===== src/rtl/gate_en_sched.sv =====
// Enable sequencer for a shared AND2 gating stage: wakes on demand, waits a settle
// window before granting, and drops the enable after an idle hysteresis window.
module gate_en_sched #(
    parameter int N_REQ    = 4,
    parameter int WAKE_CYC = 2,
    parameter int IDLE_CYC = 8
) (
    input  logic             clk,
    input  logic             rst_b,
    input  logic [N_REQ-1:0] req,
    input  logic             force_on,
    output logic             en,
    output logic [N_REQ-1:0] ack,
    output logic             active,
    output logic [1:0]       state_o
);

    localparam int MAX_CYC = (WAKE_CYC > IDLE_CYC) ? WAKE_CYC : IDLE_CYC;
    // Keep at least one bit so the counter stays legal when both windows are zero.
    localparam int CNT_W   = (MAX_CYC > 0) ? $clog2(MAX_CYC + 1) : 1;

    typedef enum logic [1:0] {
        OFF  = 2'd0,
        WAKE = 2'd1,
        ON   = 2'd2,
        IDLE = 2'd3
    } state_t;

    state_t           state;
    state_t           next_state;
    logic [CNT_W-1:0] cnt;
    logic [CNT_W-1:0] cnt_next;
    logic             demand;

    assign demand = (|req) | force_on;

    // en follows next_state so it changes in the same edge as the state itself.
    always_ff @(posedge clk or negedge rst_b) begin
        if (!rst_b) begin
            state <= OFF;
            cnt   <= '0;
            en    <= 1'b0;
        end else begin
            // NOTE: sequential state uses non-blocking assignments so every flop
            // samples the pre-edge values regardless of statement order.
            state <= next_state;
            cnt   <= cnt_next;
            en    <= (next_state != OFF);
        end
    end

    always_comb begin
        // NOTE: defaults first so no path leaves a signal unassigned (no latches).
        next_state = state;
        cnt_next   = cnt;
        unique case (state)
            OFF: begin
                if (demand) begin
                    if (WAKE_CYC == 0) begin
                        next_state = ON;
                    end else begin
                        next_state = WAKE;
                        cnt_next   = CNT_W'(WAKE_CYC);
                    end
                end
            end
            WAKE: begin
                if (cnt == CNT_W'(1)) next_state = ON;
                else                  cnt_next   = cnt - CNT_W'(1);
            end
            ON: begin
                if (!demand) begin
                    if (IDLE_CYC == 0) begin
                        next_state = OFF;
                    end else begin
                        next_state = IDLE;
                        cnt_next   = CNT_W'(IDLE_CYC);
                    end
                end
            end
            IDLE: begin
                // Expiry wins over late demand: guarantees at least one OFF cycle.
                if (cnt == CNT_W'(1)) next_state = OFF;
                else if (demand)      next_state = ON;
                else                  cnt_next   = cnt - CNT_W'(1);
            end
            default: next_state = OFF;
        endcase
    end

    always_comb begin
        active  = (state == ON) || (state == IDLE);
        ack     = req & {N_REQ{active}};
        state_o = state;
    end

endmodule


===== config.mk =====
export PLATFORM = sky130hd
export DESIGN_NAME = gate_en_sched
export DESIGN_NICKNAME = d
export VERILOG_FILES = /design/src/rtl/gate_en_sched.sv
export SDC_FILE = /design/constraint.sdc
export NUM_CORES = 1
export LEC_CHECK = 0
export BUFFER_PORTS_ARGS = -buffer_cell sky130_fd_sc_hd__clkbuf_2
export CAP_MARGIN = 20
export CORE_AREA = 2 2 40 42
export DETAILED_ROUTE_END_ITERATION = 6
export DIE_AREA = 0 0 42 44
export PLACE_DENSITY = 0.6
export SYNTH_ARGS = -nofsm -noshare
export SYNTH_HDL_FRONTEND = slang
export SYNTH_SLANG_ARGS = --single-unit

===== constraint.sdc =====
create_clock -name clk -period 2 [get_ports clk]
set_clock_uncertainty 0.15 [all_clocks]
set_input_delay 0.4 -clock clk [delete_from_list [all_inputs] [get_ports clk]]
set_output_delay 0.4 -clock clk [all_outputs]
set_load 0.02 [all_outputs]

==> summary.md, run 1 <==
- **status** finished clean
- **cell-internal power** 0.502 mW
- **maximum count of clock buffers along a single path** 2
- **first-pass GRT wire length** 1.95 mm
- **post-synthesis async set-or-reset flop share** 100%
- **number of library cell types mapped by synthesis** 30
- **Pins Over Slew Limit** 0
- **cell-by-cell trace of the critical path** inv_1, ha_1, and4bb_4, o32a_1, o221a_1
- **chip height** 44 um
- **horizontal die dimension** 42 um
- **row count** 14
- **routed length per instance** 12.9 um
- **Hold/Removal Path Class** primary input to asynchronous set/reset pin
- **number of nets in the final layout** 79
- **Die Footprint** 1850 um^2
- **switching power as a share of total power** 45.0%
- **vias in the first global route** 468
- **category of the worst setup path launch point** flip-flop
- **start-to-end type of the worst setup path** flip-flop to flip-flop
- **starting DRC count in detailed routing** 14
- **cell area power density** 1480 nW/um^2
- **number of inserted filler cells in the final layout** 138
- **first-pass iteration count of the detailed router** 4
- **switching component of the power** 0.411 mW
- **CTS buffer count** 3
- **relative contribution of the clock network to total power** 14.0%
- **WL final** 1.10 mm
- **source of the critical timing path** cnt[1]
- **worst reg2reg path endpoint** cnt[1]
- **Area growth syn-to-layout** 24.8%
- **Post-Syn Area per Cell** 9.50 um^2
- **highest achievable clock rate** 0.567 GHz
- **Crit path max-delay family** compound AO/OA/AOI/OAI gates
- **I/O pins** 15
- **sequential fraction of the synthesis area** 35.4%
- **final worst path period need** 1.77 ns
- **Finished Core Util** 43.5%
- **count of antenna diodes in the layout** 0
- **Post-Synthesis Cells** 52
- **layout cells sized above 1** 36.2%
- **count of instances resized after the clock tree is built** 0
- **total via count in the routed design** 446
- **Relative slew margins** 79.3%
- **number of violations of the max-capacitance limit** 0
- **CP Max Fanout** 5
- **sequential cell area in the final layout** 175 um^2
- **leakage power of the design** 0.265 nW
- **Fin Hold WS** 0.369 ns
- **worst-skew pair later-pin latency** 0.25 ns
- **final total negative setup slack** 0 ns
- **last weighted congestion value of the routability-driven placer** 0.758
- **Register-to-Register Setup Slack** 0.23 ns
- **Initial Utilization** 34.8%
- **main flop type after synthesis** dfrtp_1
- **slowest cell on the critical path** dfrtp_1
- **pin count of the biggest net entering global routing** 11
- **Ys Warns** 0
- **relative contribution of sequential cells to total power** 32.9%
- **clock-pin transition on the worst setup and hold timing paths** 0.05 ns
- **slew at the pin closest to its max-slew limit** 0.307 ns
- **total of endpoints with negative setup slack in the final report** 0
- **critical path endpoint category** flip-flop
- **setup repair after global routing missed its margin** false
- **period utilization** 88.3%
- **Critical path buffers and inverters** 1
- **clock net sink count** 7
- **area of the multi-input gates** 297 um^2
- **signal arrival time at the worst endpoint** 1.75 ns
- **biggest cell delay along the critical path** 0.42 ns
- **Post-synth EDFFs** 0
- **number of routed nets with antenna violations** 0
- **area of the core region** 1420 um^2
- **Gate power share** 53.0%
- **Post-Syn Area** 494 um^2
- **number of cells traversed by the worst register-to-register path** 5
- **DRC violation count after routing** 0
- **initial antenna violation count** 0
- **ratio of routed vias to standard cells** 5.25
- **count of input and output buffers** 14
- **R2R Path Start** cnt[1]
- **number of synthesized register bits** 7
- **Mapped Nets** 61
- **deepest level of the CTS H-tree** 1
- **Congestion Overflow GR** 0
- **total global-route track usage** 14.1%
- **CTS root buf** clkbuf_4
- **data required time at the worst endpoint** 1.99 ns
- **worst voltage drop across the vdd grid** 879 uV
- **hold violation total from the final report** 0
- **clock tree from TritonCTS** done
- **DP Wirelength** 829 um
-- cell usage in the layout, fill, tap and decap left out, drive strengths merged, types with 2 or more instances in the layout --
master,Yosys,routed
o211ai,2,2
o21ai,3,3
nor2,2,2
ha,2,2
dfrtp,7,7
inv,3,3
nand4,2,2
nor2b,3,3
a21oi,2,2
a31oi,2,2
or2,2,2
and2,5,5
clkbuf,3,18
-- repair_timing --
action | CTS | global route
buffers inserted | 0 | 0
hold buffers | 1 | 0
hold endpoints to repair | 7 | 0
-- stage by stage --
stage	power, mW	worst slack [ns]	std cells	area [um^2]
floorplan	0.647	0.314	52	494
detailed placement	0.783	0.236	80	581
global placement	0.782	0.249	80	581
finish	0.913	0.235	85	617
global route	0.993	0.165	85	617
CTS	0.921	0.242	85	617
-- cell usage after synthesis (2+ instances only) --
cell      n  area share, %
inv_1     3            2.3
clkbuf_1  3            2.3
a31oi_1   2            2.5
nor2b_1   3            3.8
and2_1    4            5.1
nand4_1   2            2.5
dfrtp_1   7             35
o21ai_0   3            3.0
o211ai_1  2            3.0
ha_1      2            5.1
nor2_1    2            1.5
-- power groups by stage --
stage	sequential [mW]	combinational (mW)	clock [mW]
floorplan	0.280	0.367	0
finish	0.300	0.484	0.128
detailed placement	0.300	0.483	0
global route	0.313	0.532	0.149
global placement	0.298	0.484	0
CTS	0.298	0.489	0.134
-- flip-flops by register name, summed over array words and instances (netlist names) --
register,flops
cnt,4
en,1
state_o,2
-- metal layers --
layer | up-vias | track usage [%] | part of all wire, %
met5 | - | 0 | 0
met4 | 0 | 3.87 | 0.91
met3 | 3 | 5.00 | 6.7
met2 | 18 | 24.4 | 46
met1 | 201 | 16.5 | 46
li1 | 224 | - | -
-- area by class of cell --
type,count,share of cell area [%]
clock buffers,4,4.26
inverters,3,1.83
well taps,16,3.25
repair buffers,16,14.2
multi-input cells,39,48.1
flip-flops and latches,7,28.4
-- worst max-delay path by stage --
stage / endpoint / slack [ns] / cells past startpoint
floorplan: cnt[1] / 0.31 / 4
global placement: en / 0.25 / 5
detailed placement: cnt[1] / 0.24 / 5
CTS: cnt[1] / 0.24 / 5
global route: cnt[1] / 0.16 / 5
finish: cnt[1] / 0.23 / 5
-- logic make-up after synthesis --
| kind of cell | Yosys count | synth area share, % |
|---|---|---|
| simple gates | 22 | 30.9 |
| flops | 7 | 35.4 |
| xor+xnor | 1 | 1.77 |
| fa+ha+maj | 2 | 5.06 |
| compound gates | 14 | 22.3 |
| buf+inv | 6 | 4.56 |
-- worst reg2reg max path, stage by stage (launching register included) --
cell and delay [ns]:
dfrtp_1 0.42, inv_1 0.08, ha_1 0.21, and4bb_4 0.23
o32a_1 0.33, o221a_1 0.22
No activity file was read; power rests on OpenSTA's default activity.
==> run 2: changes to the inputs <==
==> constraint.sdc (replaced) <==
create_clock -name clk -period 2 [get_ports clk]
set_clock_uncertainty 0.15 [all_clocks]
set_input_delay 0.4 -clock clk [delete_from_list [all_inputs] [get_ports clk]]
set_output_delay 0.4 -clock clk [all_outputs]
set_load 0.005 [all_outputs]
==> summary.md, run 2 (synthesized netlist as in run 1, its figures left out) <==
- **signal arrival time at the worst endpoint** 1.73 ns, -0.02 ns
- **deepest level of the CTS H-tree** 1, unchanged
- **Die Footprint** 1850 um^2, unchanged
- **Register-to-Register Setup Slack** 0.26 ns, +0.02 ns
- **highest-count cells in the layout ignoring fill and taps** clkbuf_2 (14), dfrtp_1 (7), and2_1 (4)
- **period utilization** 87.0%, -1.2 points
- **source of the critical timing path** cnt[1]
- **leakage power of the design** 0.260 nW, -1.8%
- **clock tree from TritonCTS** done
- **final worst path period need** 1.74 ns, -0.0245 ns
- **I/O pins** 15, unchanged
- **row count** 14, unchanged
- **category of the worst setup path launch point** flip-flop
- **DRC violation count after routing** 0, unchanged
- **slew at the pin closest to its max-slew limit** 0.365 ns, +0.0584 ns
- **number of cells traversed by the worst register-to-register path** 5, unchanged
- **worst voltage drop across the vdd grid** 671 uV, -24%
- **register name with the most flops** cnt
- **number of routed nets with antenna violations** 0, unchanged
- **highest achievable clock rate** 0.574 GHz, +1.4%
- **layout cells sized above 1** 35.3%, -0.94 points
- **DP Wirelength** 867 um, +4.6%
- **flip-flop count of the largest register after layout** 4, unchanged
- **CTS buffer count** 3, unchanged
- **vias in the first global route** 416, -11%
- **number of violations of the max-capacitance limit** 0, unchanged
- **Initial Utilization** 34.8%, unchanged
- **maximum count of clock buffers along a single path** 2, unchanged
- **relative contribution of the clock network to total power** 15.5%, +1.5 points
- **count of input and output buffers** 14, unchanged
- **area of the core region** 1420 um^2, unchanged
- **count of instances resized after the clock tree is built** 0, unchanged
- **worst reg2reg path endpoint** cnt[1]
- **Fin Hold WS** 0.364 ns, -0.00488 ns
- **Congestion Overflow GR** 0, unchanged
- **total via count in the routed design** 472, +5.8%
- **horizontal die dimension** 42 um, unchanged
- **ratio of routed vias to standard cells** 5.62, +7.1%
- **hold violation total from the final report** 0, unchanged
- **number of nets in the final layout** 78, -1.3%
- **data required time at the worst endpoint** 1.99 ns, about the same
- **R2R Path Start** cnt[1]
- **Area growth syn-to-layout** 23.3%
- **WL final** 1.12 mm, +2.0%
- **cell-internal power** 0.487 mW, -3.0%
- **worst-skew pair later-pin latency** 0.26 ns, about the same
- **clock-pin transition on the worst setup and hold timing paths** 0.05 ns, about the same
- **Relative slew margins** 75.7%, -3.7 points
- **final total negative setup slack** 0 ns, unchanged
- **total of endpoints with negative setup slack in the final report** 0, unchanged
- **chip height** 44 um, unchanged
- **pin count of the biggest net entering global routing** 13, +2
- **starting DRC count in detailed routing** 12, -2
- **Gate power share** 46.6%, -6.4 points
- **first-pass iteration count of the detailed router** 4, unchanged
- **switching power as a share of total power** 41.3%, -3.7 points
- **Hold/Removal Path Class** primary input to asynchronous set/reset pin
- **initial antenna violation count** 0, unchanged
- **number of inserted filler cells in the final layout** 155, +12%
- **total global-route track usage** 13.6%, -0.50 points
- **cell area power density** 1360 nW/um^2, -8.0%
- **Pins Over Slew Limit** 0, unchanged
- **setup repair after global routing missed its margin** false
- **routed length per instance** 13.3 um, +3.2%
- **first-pass GRT wire length** 1.86 mm, -4.9%
- **relative contribution of sequential cells to total power** 37.9%, +5.0 points
- **CP Max Fanout** 5, unchanged
- **status** finished clean
- **critical path endpoint category** flip-flop
- **commonest non-fill, non-tap cell in the layout** clkbuf_2
- **last weighted congestion value of the routability-driven placer** 0.728, -3.9%
- **switching component of the power** 0.343 mW, -17%
- **start-to-end type of the worst setup path** flip-flop to flip-flop
- **count of antenna diodes in the layout** 0, unchanged
- **clock net sink count** 7, unchanged
- **Critical Path Sink** cnt[1]
- **CTS root buf** clkbuf_4
run 2: cell count changes in the layout (fill, tap and decap cells not counted):
cell,change
buf_4,-1
run 2: layer usage:
| layer | GRT usage, % | share of wire [%] |
|---|---|---|
| met5 | 0 | 0 |
| met4 | 5.81 | 1.5 |
| met3 | 5.00 | 7.0 |
| met2 | 20.9 | 46 |
| met1 | 17.1 | 45 |
run 2: cell type report:
type	count	area (um^2)	share of cell area (%)
clock buffer	4	26.3	4.31
sequential	7	175	28.7
timing repair buffer	15	80.1	13.1
tap	16	20.0	3.29
multi-input combinational	39	297	48.7
inverter	3	11.3	1.85
run 2: metrics by stage:
stage / cells / utilization [%] / area [um^2] / setup slack (ns) / power (mW)
2_1_floorplan: 52 / - / 494 / 0.346 / 0.582
3_3_place_gp: 79 / 40.4 / 573 / 0.224 / 0.700
3_5_place_dp: 79 / 40.4 / 573 / 0.238 / 0.706
4_1_cts: 84 / 42.9 / 609 / 0.254 / 0.843
5_1_grt: 84 / 42.9 / 609 / 0.162 / 0.908
6_report: 84 / 42.9 / 609 / 0.259 / 0.830
run 2: power by group through the flow:
stage | Clock (mW) | Sequential, mW | Combinational [mW]
final | 0.129 | 0.314 | 0.387
after global routing | 0.144 | 0.332 | 0.431
after CTS | 0.136 | 0.316 | 0.391
after detailed placement | 0 | 0.320 | 0.386
after global placement | 0 | 0.315 | 0.384
after floorplan | 0 | 0.253 | 0.329
run 2: worst min-delay path by stage:
stage,from,to,slack [ns]
CTS,rst_b,cnt[0],0.36
global route,rst_b,en,0.38
floorplan,rst_b,cnt[0],-0.05
finish,rst_b,cnt[0],0.36
detailed placement,rst_b,en,0.09
global placement,rst_b,en,0.09
run 2: critical path, stage by stage, from the launching register on:
cell and delay (ns):
dfrtp_1 0.41, inv_1 0.08, ha_1 0.21, and4bb_4 0.23
o32a_1 0.33, o221a_1 0.22
run 2: timing repair:
action | in CTS | in global routing
setup buffers | 0 | 0
endpoints found under the hold margin | 7 | 0
hold buffers | 1 | 0
